===== src/rtl/cache_fill_ctrl.sv =====
// -----------------------------------------------------------------------------
// cache_fill_ctrl
// Miss-handling sequencer for a direct-mapped cache with 8-word blocks.
// On a miss it stalls the pipeline, streams eight word reads to a pipelined
// memory, writes each returned word into the data array, then writes
// valid+tag into the metadata array and releases the stall.
//
// Optional feature macro: CACHE_MISS_CNT_EN
//   When defined, the miss_count port exists and counts IDLE->FILL
//   transitions, saturating at 16'hFFFF.
//
// Ports
//   clk                in   system clock, rising edge
//   rst                in   asynchronous, active-low reset
//   miss_detected      in   cache reports a miss on an enabled access
//   miss_address       in   byte address of the missing access
//   memory_data        in   word returned by memory
//   memory_data_valid  in   memory_data valid this cycle
//   fsm_busy           out  stall request to the pipeline while filling
//   memory_read_en     out  read request to memory this cycle
//   memory_address     out  byte address of the current request
//   write_data_array   out  write fill_data into data-array word word_num
//   write_tag_array    out  write {valid,tag} of the latched block
//   word_num           out  word index within the block for the data write
//   fill_data          out  data to the cache, follows memory_data
//   miss_count         out  (CACHE_MISS_CNT_EN only) saturating miss counter
// -----------------------------------------------------------------------------
module cache_fill_ctrl #(
    parameter int ADDR_W    = 16,
    parameter int DATA_W    = 16,
    parameter int BLK_WORDS = 8
) (
    input  logic              clk,
    input  logic              rst,
    input  logic              miss_detected,
    input  logic [ADDR_W-1:0] miss_address,
    input  logic [DATA_W-1:0] memory_data,
    input  logic              memory_data_valid,
    output logic              fsm_busy,
    output logic              memory_read_en,
    output logic [ADDR_W-1:0] memory_address,
    output logic              write_data_array,
    output logic              write_tag_array,
    output logic [2:0]        word_num,
    output logic [DATA_W-1:0] fill_data
`ifdef CACHE_MISS_CNT_EN
    ,
    output logic [15:0]       miss_count
`endif
);

    typedef enum logic {IDLE, FILL} state_t;

    state_t            state_q, state_d;
    logic [ADDR_W-1:0] base_q, base_d;
    logic [3:0]        req_cnt_q, req_cnt_d;
    logic [2:0]        rcv_cnt_q, rcv_cnt_d;
    logic              rd_en_q, rd_en_d;
    logic [ADDR_W-1:0] addr_q, addr_d;
    logic              busy_q, busy_d;
    logic [ADDR_W-1:0] blk_addr;

    // Block-aligned byte address: 8 words x 2 bytes = 16 bytes per block.
    assign blk_addr = miss_address & ~ADDR_W'(15);

    always_comb begin
        state_d   = state_q;
        base_d    = base_q;
        req_cnt_d = req_cnt_q;
        rcv_cnt_d = rcv_cnt_q;
        rd_en_d   = 1'b0;
        addr_d    = addr_q;
        busy_d    = busy_q;
        case (state_q)
            IDLE: begin
                if (miss_detected) begin
                    // The first request is registered here so it is on the
                    // memory port during the first FILL cycle.
                    state_d   = FILL;
                    base_d    = blk_addr;
                    req_cnt_d = 4'd1;
                    rcv_cnt_d = 3'd0;
                    rd_en_d   = 1'b1;
                    addr_d    = blk_addr;
                    busy_d    = 1'b1;
                end
            end
            FILL: begin
                if (req_cnt_q < 4'(BLK_WORDS)) begin
                    rd_en_d   = 1'b1;
                    // base has four zero LSBs, so this add never carries out.
                    addr_d    = base_q + ADDR_W'({req_cnt_q[2:0], 1'b0});
                    req_cnt_d = req_cnt_q + 4'd1;
                end
                // Responses are counted rather than timed, so gaps are fine.
                if (memory_data_valid) begin
                    rcv_cnt_d = rcv_cnt_q + 3'd1;
                    if (rcv_cnt_q == 3'd7) begin
                        state_d = IDLE;
                        busy_d  = 1'b0;
                        rd_en_d = 1'b0;
                        addr_d  = '0;
                    end
                end
            end
            default: state_d = IDLE;
        endcase
    end

    always_ff @(posedge clk or negedge rst) begin
        if (!rst) begin
            state_q   <= IDLE;
            base_q    <= '0;
            req_cnt_q <= '0;
            rcv_cnt_q <= '0;
            rd_en_q   <= 1'b0;
            addr_q    <= '0;
            busy_q    <= 1'b0;
        end else begin
            state_q   <= state_d;
            base_q    <= base_d;
            req_cnt_q <= req_cnt_d;
            rcv_cnt_q <= rcv_cnt_d;
            rd_en_q   <= rd_en_d;
            addr_q    <= addr_d;
            busy_q    <= busy_d;
        end
    end

    assign fsm_busy       = busy_q;
    assign memory_read_en = rd_en_q;
    assign memory_address = addr_q;
    assign fill_data      = memory_data;

    // Write strobes follow the response in the same cycle; gating with the
    // state keeps stray responses in IDLE (e.g. after a reset) harmless.
    assign write_data_array = (state_q == FILL) && memory_data_valid;
    assign write_tag_array  = write_data_array && (rcv_cnt_q == 3'd7);
    assign word_num         = (state_q == FILL) ? rcv_cnt_q : 3'd0;

`ifdef CACHE_MISS_CNT_EN
    logic [15:0] miss_cnt_q, miss_cnt_d;

    always_comb begin
        miss_cnt_d = miss_cnt_q;
        if ((state_q == IDLE) && miss_detected && (miss_cnt_q != 16'hFFFF))
            miss_cnt_d = miss_cnt_q + 16'd1;
    end

    always_ff @(posedge clk or negedge rst) begin
        if (!rst) miss_cnt_q <= '0;
        else      miss_cnt_q <= miss_cnt_d;
    end

    assign miss_count = miss_cnt_q;
`endif

endmodule


===== config.mk =====
export PLATFORM = sky130hd
export DESIGN_NAME = cache_fill_ctrl
export DESIGN_NICKNAME = d
export VERILOG_FILES = /design/src/rtl/cache_fill_ctrl.sv
export SDC_FILE = /design/constraint.sdc
export NUM_CORES = 1
export LEC_CHECK = 0
export CORE_MARGIN = 1.5
export CORE_UTILIZATION = 43
export CTS_CLUSTER_SIZE = 8
export DETAILED_ROUTE_END_ITERATION = 6
export MAX_ROUTING_LAYER = met4
export PLACE_DENSITY_LB_ADDON = 0.15
export SLEW_MARGIN = 20
export SYNTH_ARGS = -nofsm -noshare
export SYNTH_HDL_FRONTEND = slang
export SYNTH_SLANG_ARGS = --single-unit

===== constraint.sdc =====
create_clock -name clk -period 2.03 [get_ports clk]
set_input_delay 0.3045 -clock clk [delete_from_list [all_inputs] [get_ports clk]]
set_output_delay 0.3045 -clock clk [all_outputs]
set_load 0.01 [all_outputs]

==> impl_metrics.json, run 1 <==
{
  "tightest_slew_ns": 0.833,
  "worstPathRequired_ns": 1.73,
  "avgSynthCellArea_sq_um": 12.8,
  "syn-num-nets": 183,
  "ys_seq_area_frac": 0.520,
  "initial_core_util": 0.451,
  "cts.sink_count": 38,
  "ys_top_cells_by_area": "dfrtp_1 (52%), mux2_2 (8.6%), buf_4 (7.0%), and2_1 (5.1%), a221o_1 (3.8%)",
  "hpwl_mm": 2.25,
  "rows": 23,
  "layout_commonest_cell": "dfrtp_1",
  "numCtsBuffers": 5,
  "comb_power_share": 0.413,
  "switching_share": 0.314,
  "criticalPathCategory": "input port to output port",
  "setup_viol": 0,
  "clockRootBuffer": "clkbuf_8",
  "port_buffers": 38,
  "synthFlopType": "dfrtp_1",
  "total_power_mw": 3.18,
  "run_status": "complete, no violations",
  "grt_max_degree": 39,
  "clock_latency_ns": 0.28,
  "cts.clk_slew.worst_paths_ns": 0.07,
  "drt_iter0_markers": 56,
  "htreeDepth": 2,
  "grt-busiest-layer": "met2",
  "cp_max_fo": 4,
  "drt-wirelength-per-cell_um": 14.9,
  "drc": 0,
  "arrival_ns": 1.56,
  "io_pins": 75,
  "clock-skew-final_ns": 0.00535,
  "period_share": 0.918,
  "ys_warn_count": 0,
  "clockPowerShare": 0.164,
  "worstSetupStartpointType": "input port",
  "min_period_ns": 1.86,
  "worstSetupEndpointType": "output port",
  "slew_viol_final": 0,
  "grt_overflow_total": 0,
  "drive_gt1_frac": 0.235,
  "grt_pass1_wl_mm": 5.31,
  "grt_antenna_before_repair": 0,
  "postCtsSetupRepairBufs": 0,
  "diodes": 0,
  "antenna_left": 0,
  "cts_hold_buffers": 0,
  "p_sw_uw": 999,
  "nets": 209,
  "dieArea_sq_mm": 0.00465,
  "leakage_nw": 0.977,
  "synth_area_sq_mm": 0.00183,
  "max_slew_margin": 0.445,
  "irDropWorstVdd_mv": 0.739,
  "fill_cells": 360,
  "grt_use_total": 0.158,
  "grt_pass1_vias": 1099,
  "met1_usage": 0.208,
  "hold_class": "input port to async pin",
  "synth.top_cell.area_share": 0.520,
  "fmax_ghz": 0.536,
  "rsz0062_at_grt": "no",
  "cts_buffer_depth": 2,
  "vias": 1119,
  "synthToLayoutAreaGrowth_pct": 20.5,
  "gp_congestion": 0.723,
  "ys_ff_latch": 38,
  "tns_ns": 0,
  "fp.dieH_um": 68.2,
  "finalHoldViolations": 0,
  "fin_util": 0.543,
  "firstDrtPassIters": 4,
  "pwr-share-seq": 0.423,
  "core-area_sq_mm": 0.00406,
  "ys_types": 34,
  "fin_ws_ns": 0.166,
  "maxCapViolations": 0,
  "vias_per_cell": 5.09,
  "wirelength_mm": 3.28,
  "powerDensity_mw_per_mm2": 1450,
  "p_int_mw": 2.18,
  "die_w_um": 68.2,
  "dp_slack_ns": 0.161,
  "met3_usage": 0.0461,
  "synth-async-reset-ratio": 1.00,
  "grt_use_met2": 0.242,
  "final_cell_mix": "dfrtp_1 (38), clkdlybuf4s50_1 (36), and2_1 (15)",
  "tritoncts": "built",
  "synthCells": 143,
  "synth_largest_area_cell": "dfrtp_1",
  "synth_edf_count": 0
}
critical path, stage by stage:
cell,delay (ns)
clkdlybuf4s50_1,0.53
and2_0,0.18
clkdlybuf4s50_1,0.54
cell usage after synthesis (all sizes together), types with 3 or more instances:
cell type / n
mux2: 14
ha: 4
nand2: 3
a22o: 4
and2: 17
dfrtp: 38
nor2: 6
a221o: 12
buf: 22
per-layer routing:
metal  share of wire  up-vias
li1                -      538
met4          0.0046        0
met1            0.45      545
met2            0.49       32
met3           0.051        4
met5               0        -
final cells by class:
| cell class | count | area, sq um | share of cell area |
|---|---|---|---|
| Multi-Input combinational cell | 79 | 678 | 0.308 |
| Clock buffer | 7 | 86.3 | 0.0392 |
| Tap cell | 50 | 62.6 | 0.0284 |
| Sequential cell | 38 | 951 | 0.432 |
| Inverter | 2 | 7.51 | 0.00341 |
| Clock inverter | 1 | 5.00 | 0.00227 |
| Timing Repair Buffer | 43 | 412 | 0.187 |
final timing paths:
check	startpoint	to	slack, ns	cells past startpoint
setup / recovery	memory_data_valid	write_data_array	0.17	3
hold / removal	rst	memory_address[1]$_DFFE_PN0P_	0.13	1
setup reg to reg	rcv_cnt_q[0]$_DFFE_PN0P_	memory_address[9]$_DFFE_PN0P_	0.31	5
hold reg to reg	base_q[14]$_DFFE_PN0P_	memory_address[14]$_DFFE_PN0P_	0.51	1
max in group asynchronous	rst	base_q[9]$_DFFE_PN0P_	1.38	1
min in group clk	base_q[14]$_DFFE_PN0P_	memory_address[14]$_DFFE_PN0P_	0.51	1
cells by family (layout without fill, tap and decap cells):
logic type / count (synthesis) / in the layout / synth area share
buffers and inverters: 26 / 53 / 0.109
xor gates and xnor gates: 2 / 2 / 0.00958
DFF: 38 / 38 / 0.520
muxes: 15 / 15 / 0.0917
adders and majority gates: 4 / 4 / 0.0274
and+or+nand+nor: 32 / 32 / 0.107
AOI/OAI and AO/OA: 26 / 26 / 0.135
per-stage QoR:
stage	cells	hold slack (ns)	area, sq um
floorplan	143	0.00891	1830
global placement	212	0.448	2110
detailed placement	212	0.463	2110
CTS	220	0.160	2200
global route	220	0.188	2200
finish	220	0.126	2200
sequential cells by signal (all words and copies together) (netlist names):
signal,count
req_cnt_q,4
fsm_busy,1
state_q,1
memory_address,16
rcv_cnt_q,3
base_q,12
memory_read_en,1
what timing repair did:
| action | in CTS | in global routing |
|---|---|---|
| endpoints found under the setup margin | 1 | 0 |
| gates resized for setup | 1 | 0 |
| endpoints found under the hold margin | 0 | 0 |
power by group through the flow:
stage	Sequential, mW	Combinational, mW	Clock, mW
global placement	1.34	1.30	0
floorplan	1.35	0.850	0
finish	1.35	1.31	0.522
CTS	1.35	1.34	0.544
detailed placement	1.36	1.34	0
global route	1.40	1.45	0.579
No activity file was read; power rests on OpenSTA's default activity.
==> run 2, diff against run 1 <==
--- a/config.mk
+++ b/config.mk
@@ -11,7 +11,9 @@
 export DETAILED_ROUTE_END_ITERATION = 6
 export MAX_ROUTING_LAYER = met4
 export PLACE_DENSITY_LB_ADDON = 0.15
+export SKIP_LAST_GASP = 1
 export SLEW_MARGIN = 20
 export SYNTH_ARGS = -nofsm -noshare
 export SYNTH_HDL_FRONTEND = slang
 export SYNTH_SLANG_ARGS = --single-unit
+export TNS_END_PERCENT = 30
==> results of run 2 <==
Same layout as run 1: the final DEF is identical, and so are final timing and power.
==> RTL edit 1, RTL diff (config.mk and constraints of run 1) <==
`DATA_W`: 16 -> 18.
--- a/src/rtl/cache_fill_ctrl.sv
+++ b/src/rtl/cache_fill_ctrl.sv
@@ -28,5 +28,5 @@
 module cache_fill_ctrl #(
     parameter int ADDR_W    = 16,
-    parameter int DATA_W    = 16,
+    parameter int DATA_W    = 18,
     parameter int BLK_WORDS = 8
 ) (
Ports: changed (resized fill_data and memory_data); port bits go from 75 to 79. No check against the original RTL was run, so the function may have changed too.
==> RTL edit 1 against run 1 <==
Final area down 0.11%. Total power up 0.87%. Worst setup slack worse by 0.023 ns. Wire length up 7.5%. Worst hold slack about the same. Sequential cell count unchanged. Clock skew up 0.0015 ns. Area after synthesis up 0.82%. Utilization down 0.062 points. Cell count down 0.91%. Critical endpoint unchanged. Largest cell class unchanged.
==> RTL edit 1: results (changes against run 1) <==
- Starting DRC count in detailed routing: 74 (+32%)
- Share of layout cells above drive strength 1: 22.62% (-0.91 points)
- GR Layer Usage met3: 6.579% (+2.0 points)
- Metal1 wirelength: 1.587 mm (+6.7%)
- Final HPWL DP: 2.364 mm (+5.3%)
- LEAKAGE: 0.0009692 uW (-0.76%)
- Worst hold slack: 0.1260 ns (+0.0004030 ns)
- Pre-CTS setup slack: 0.1408 ns (-0.02027 ns)
- Period utilisation layout: 92.98% (+1.1 points)
- Vias in the first global route: 1151 (+4.7%)
- Clk_skew: 0.006900 ns (+0.001549 ns)
- Peak supply drop: 654.0 uV (-11%)
- Post-Syn Nets: 187 (+2.2%)
- Layout fillers: 339 (-5.8%)
- Critical path arrival: 1.58 ns (+0.02 ns)
- Post-DR vias/cell: 5.339 (+5.0%)
- Post-Syn Instances: 145 (+1.4%)
- Wire length on met2: 1.655 mm (+3.0%)
- DR vias: 1164 (+4.0%)
- Synth top cells by count: dfrtp_1, buf_4, and2_1
- Placed cells: 210 (-0.94%)
- M1 GR Usage: 22.08% (+1.3 points)
- Final GP Congestion: 0.6986 (-3.3%)
- Wire length per cell: 16.17 um (+8.5%)
- Status: finished clean
- GRT Resource Usage Total: 17.34% (+1.5 points)
- Top post-synthesis cells by area: dfrtp_1, mux2_2, buf_4
## RTL edit 1: cell type report
| type | instances | area share (%) |
|---|---|---|
| clock inverters | 1 | 0.2275 |
| flip-flops and latches | 38 | 43.23 |
| well taps | 50 | 2.844 |
| inverters | 2 | 0.3413 |
| repair buffers | 41 | 18.60 |
| multi-input cells | 79 | 30.83 |
| clock buffers | 7 | 3.925 |
## RTL edit 1: what timing repair did
item | in CTS | in global routing
endpoints found under the setup margin | 1 | 0
setup buffers | 0 | 0
resized for setup | 1 | 0
## RTL edit 1: critical path: cells and delay by family
family | cells | cell delay, ns
buf+inv | 2 | 1.07
simple gates | 1 | 0.20
## RTL edit 1: cells by family after synthesis
logic type / Yosys count / synth area share [%]
fa+ha+maj: 4 / 2.716
compound gates: 26 / 13.38
buf+inv: 28 / 11.61
simple gates: 32 / 10.66
mux: 15 / 9.097
flops: 38 / 51.60
xor+xnor: 2 / 0.9506
## RTL edit 1: power breakdown
group	switching [uW]	internal, uW
logic	518	810
clock network	256	274
registers	250	1100
==> RTL edit 2, RTL diff (config.mk and constraints of run 1) <==
Made on the original files. Put a register stage on the output `fill_data`. The value now appears one clock later. The other outputs are not delayed to match.
--- a/src/rtl/cache_fill_ctrl.sv
+++ b/src/rtl/cache_fill_ctrl.sv
@@ -131,5 +131,7 @@
     assign memory_read_en = rd_en_q;
     assign memory_address = addr_q;
-    assign fill_data      = memory_data;
+    always_ff @(posedge clk) begin
+        fill_data <= memory_data;
+    end
 
     // Write strobes follow the response in the same cycle; gating with the
Function: changed (a bounded check fails within 4 cycles, from zero or initial values and one cycle with rst low).
==> RTL edit 2 against run 1 <==
Total power grew 12%. Sequential cell count rose by 16. Global-route usage rose by 1.5 points. Final area is 25% higher. Worst setup slack got worse by 0.055 ns. Wire length up 17%. Clock skew is 0.0021 ns higher. Area after synthesis up 7.0%. Non-clock buffer count increased by 29. Critical endpoint is now write_tag_array.
==> RTL edit 2: results (changes against run 1) <==
- Status: finished clean
- Critical path arrival: 1.62 ns (+0.06 ns)
- Part of the power in registers: 47.3% (+5.0 points)
- Reg-to-Reg Start: rcv_cnt_q[0]$_DFFE_PN0P_
- Overall Power: 3551 uW (+12%)
- Clock period minus worst slack: 1.920 ns (+0.05508 ns)
- Wire length on met2: 1.790 mm (+11%)
- Area of the multi-input gates: 619.3 um^2 (-8.7%)
- GRT Resource Usage Total: 17.31% (+1.5 points)
- Net switching power: 1067 uW (+6.8%)
- Final sequential cell count: 54 (+42%)
- Vias in the first global route: 1380 (+26%)
- Top post-synthesis cells by area: dfrtp_1, dfxtp_1, mux2_2
- Wire length per cell: 14.66 um (-1.6%)
- Sequential share of the synthesized area: 64.96% (+13 points)
- Multi-input gates: 76 (-3.8%)
- DR WL met3: 317 um (+90%)
- Async set or reset register ratio after synthesis: 70.37% (-30 points)
- Metal1 wirelength: 1.668 mm (+12%)
- Post-DR vias/cell: 5.153 (+1.3%)
- Pre-CTS setup slack: 0.1909 ns (+0.02983 ns)
- Final HPWL DP: 2.713 mm (+21%)
- Layout fillers: 339 (-5.8%)
- Share of layout cells above drive strength 1: 12.38% (-11 points)
- Storage cell area: 1272 um^2 (+34%)
- Placed cells: 255 (+20%)
- First-pass GRT wire length: 6.458 mm (+22%)
- Non-CTS buffers: 72 (+67%)
- Skew-Pair Late Insertion Delay: 0.30 ns (+0.02 ns)
- Design area: 2759 um^2 (+25%)
- LEAKAGE: 0.001191 uW (+22%)
- Slowest-stage cell, CP: dfrtp_1
- Starting DRC count in detailed routing: 73 (+30%)
- Max-Slew Margin vs Limit: 46.36% (+1.9 points)
- Final #Nets: 250 (+20%)
- Family with the most delay on the worst path: adder cells
- NonClk Buf Share: 26.17% (+7.5 points)
- Synth top cells by count: dfrtp_1, and2_1, dfxtp_1
- Post-Syn Nets: 180 (-1.6%)
- Clk_skew: 0.007484 ns (+0.002133 ns)
- Peak supply drop: 740.8 uV (+0.25%)
- RR Endpoint: memory_address[7]$_DFFE_PN0P_
- Utilization after layout: 63.36% (+9.1 points)
- CP Max Fanout: 3 (-1)
- Post-Syn Instances: 140 (-2.1%)
- Comb pwr share: 37.4% (-3.9 points)
## RTL edit 2: cell count changes after synthesis, moves of 2 or more
cell            run 1  this run
dfxtp_1             0        16
buf_4              17         4
a221o_1             7        12
a221o_2             5         0
a22o_1              2         5
buf_6               5         2
a22o_2              2         0
and2_1             15        17
## RTL edit 2: cells by family after synthesis
kind of cell	count (synthesis)	share of synthesized area (%)
DFF	54	64.96
and+or+nand+nor	32	9.464
AOI/OAI and AO/OA	24	10.55
muxes	14	8.056
buffers and inverters	10	3.516
adders and majority gates	4	2.558
xor gates and xnor gates	2	0.8953
## RTL edit 2: timing repair
| item | 4_1_cts | 5_1_grt |
|---|---|---|
| resized for setup | 1 | 1 |
| endpoints found under the setup margin | 1 | 4 |
| pin swaps | 0 | 0 |
## RTL edit 2: routing by layer
metal | vias up | track usage [%]
met2 | 59 | 26.94
met3 | 7 | 6.061
li1 | 631 | -
met5 | - | -
met1 | 653 | 20.81
met4 | 0 | 6.410
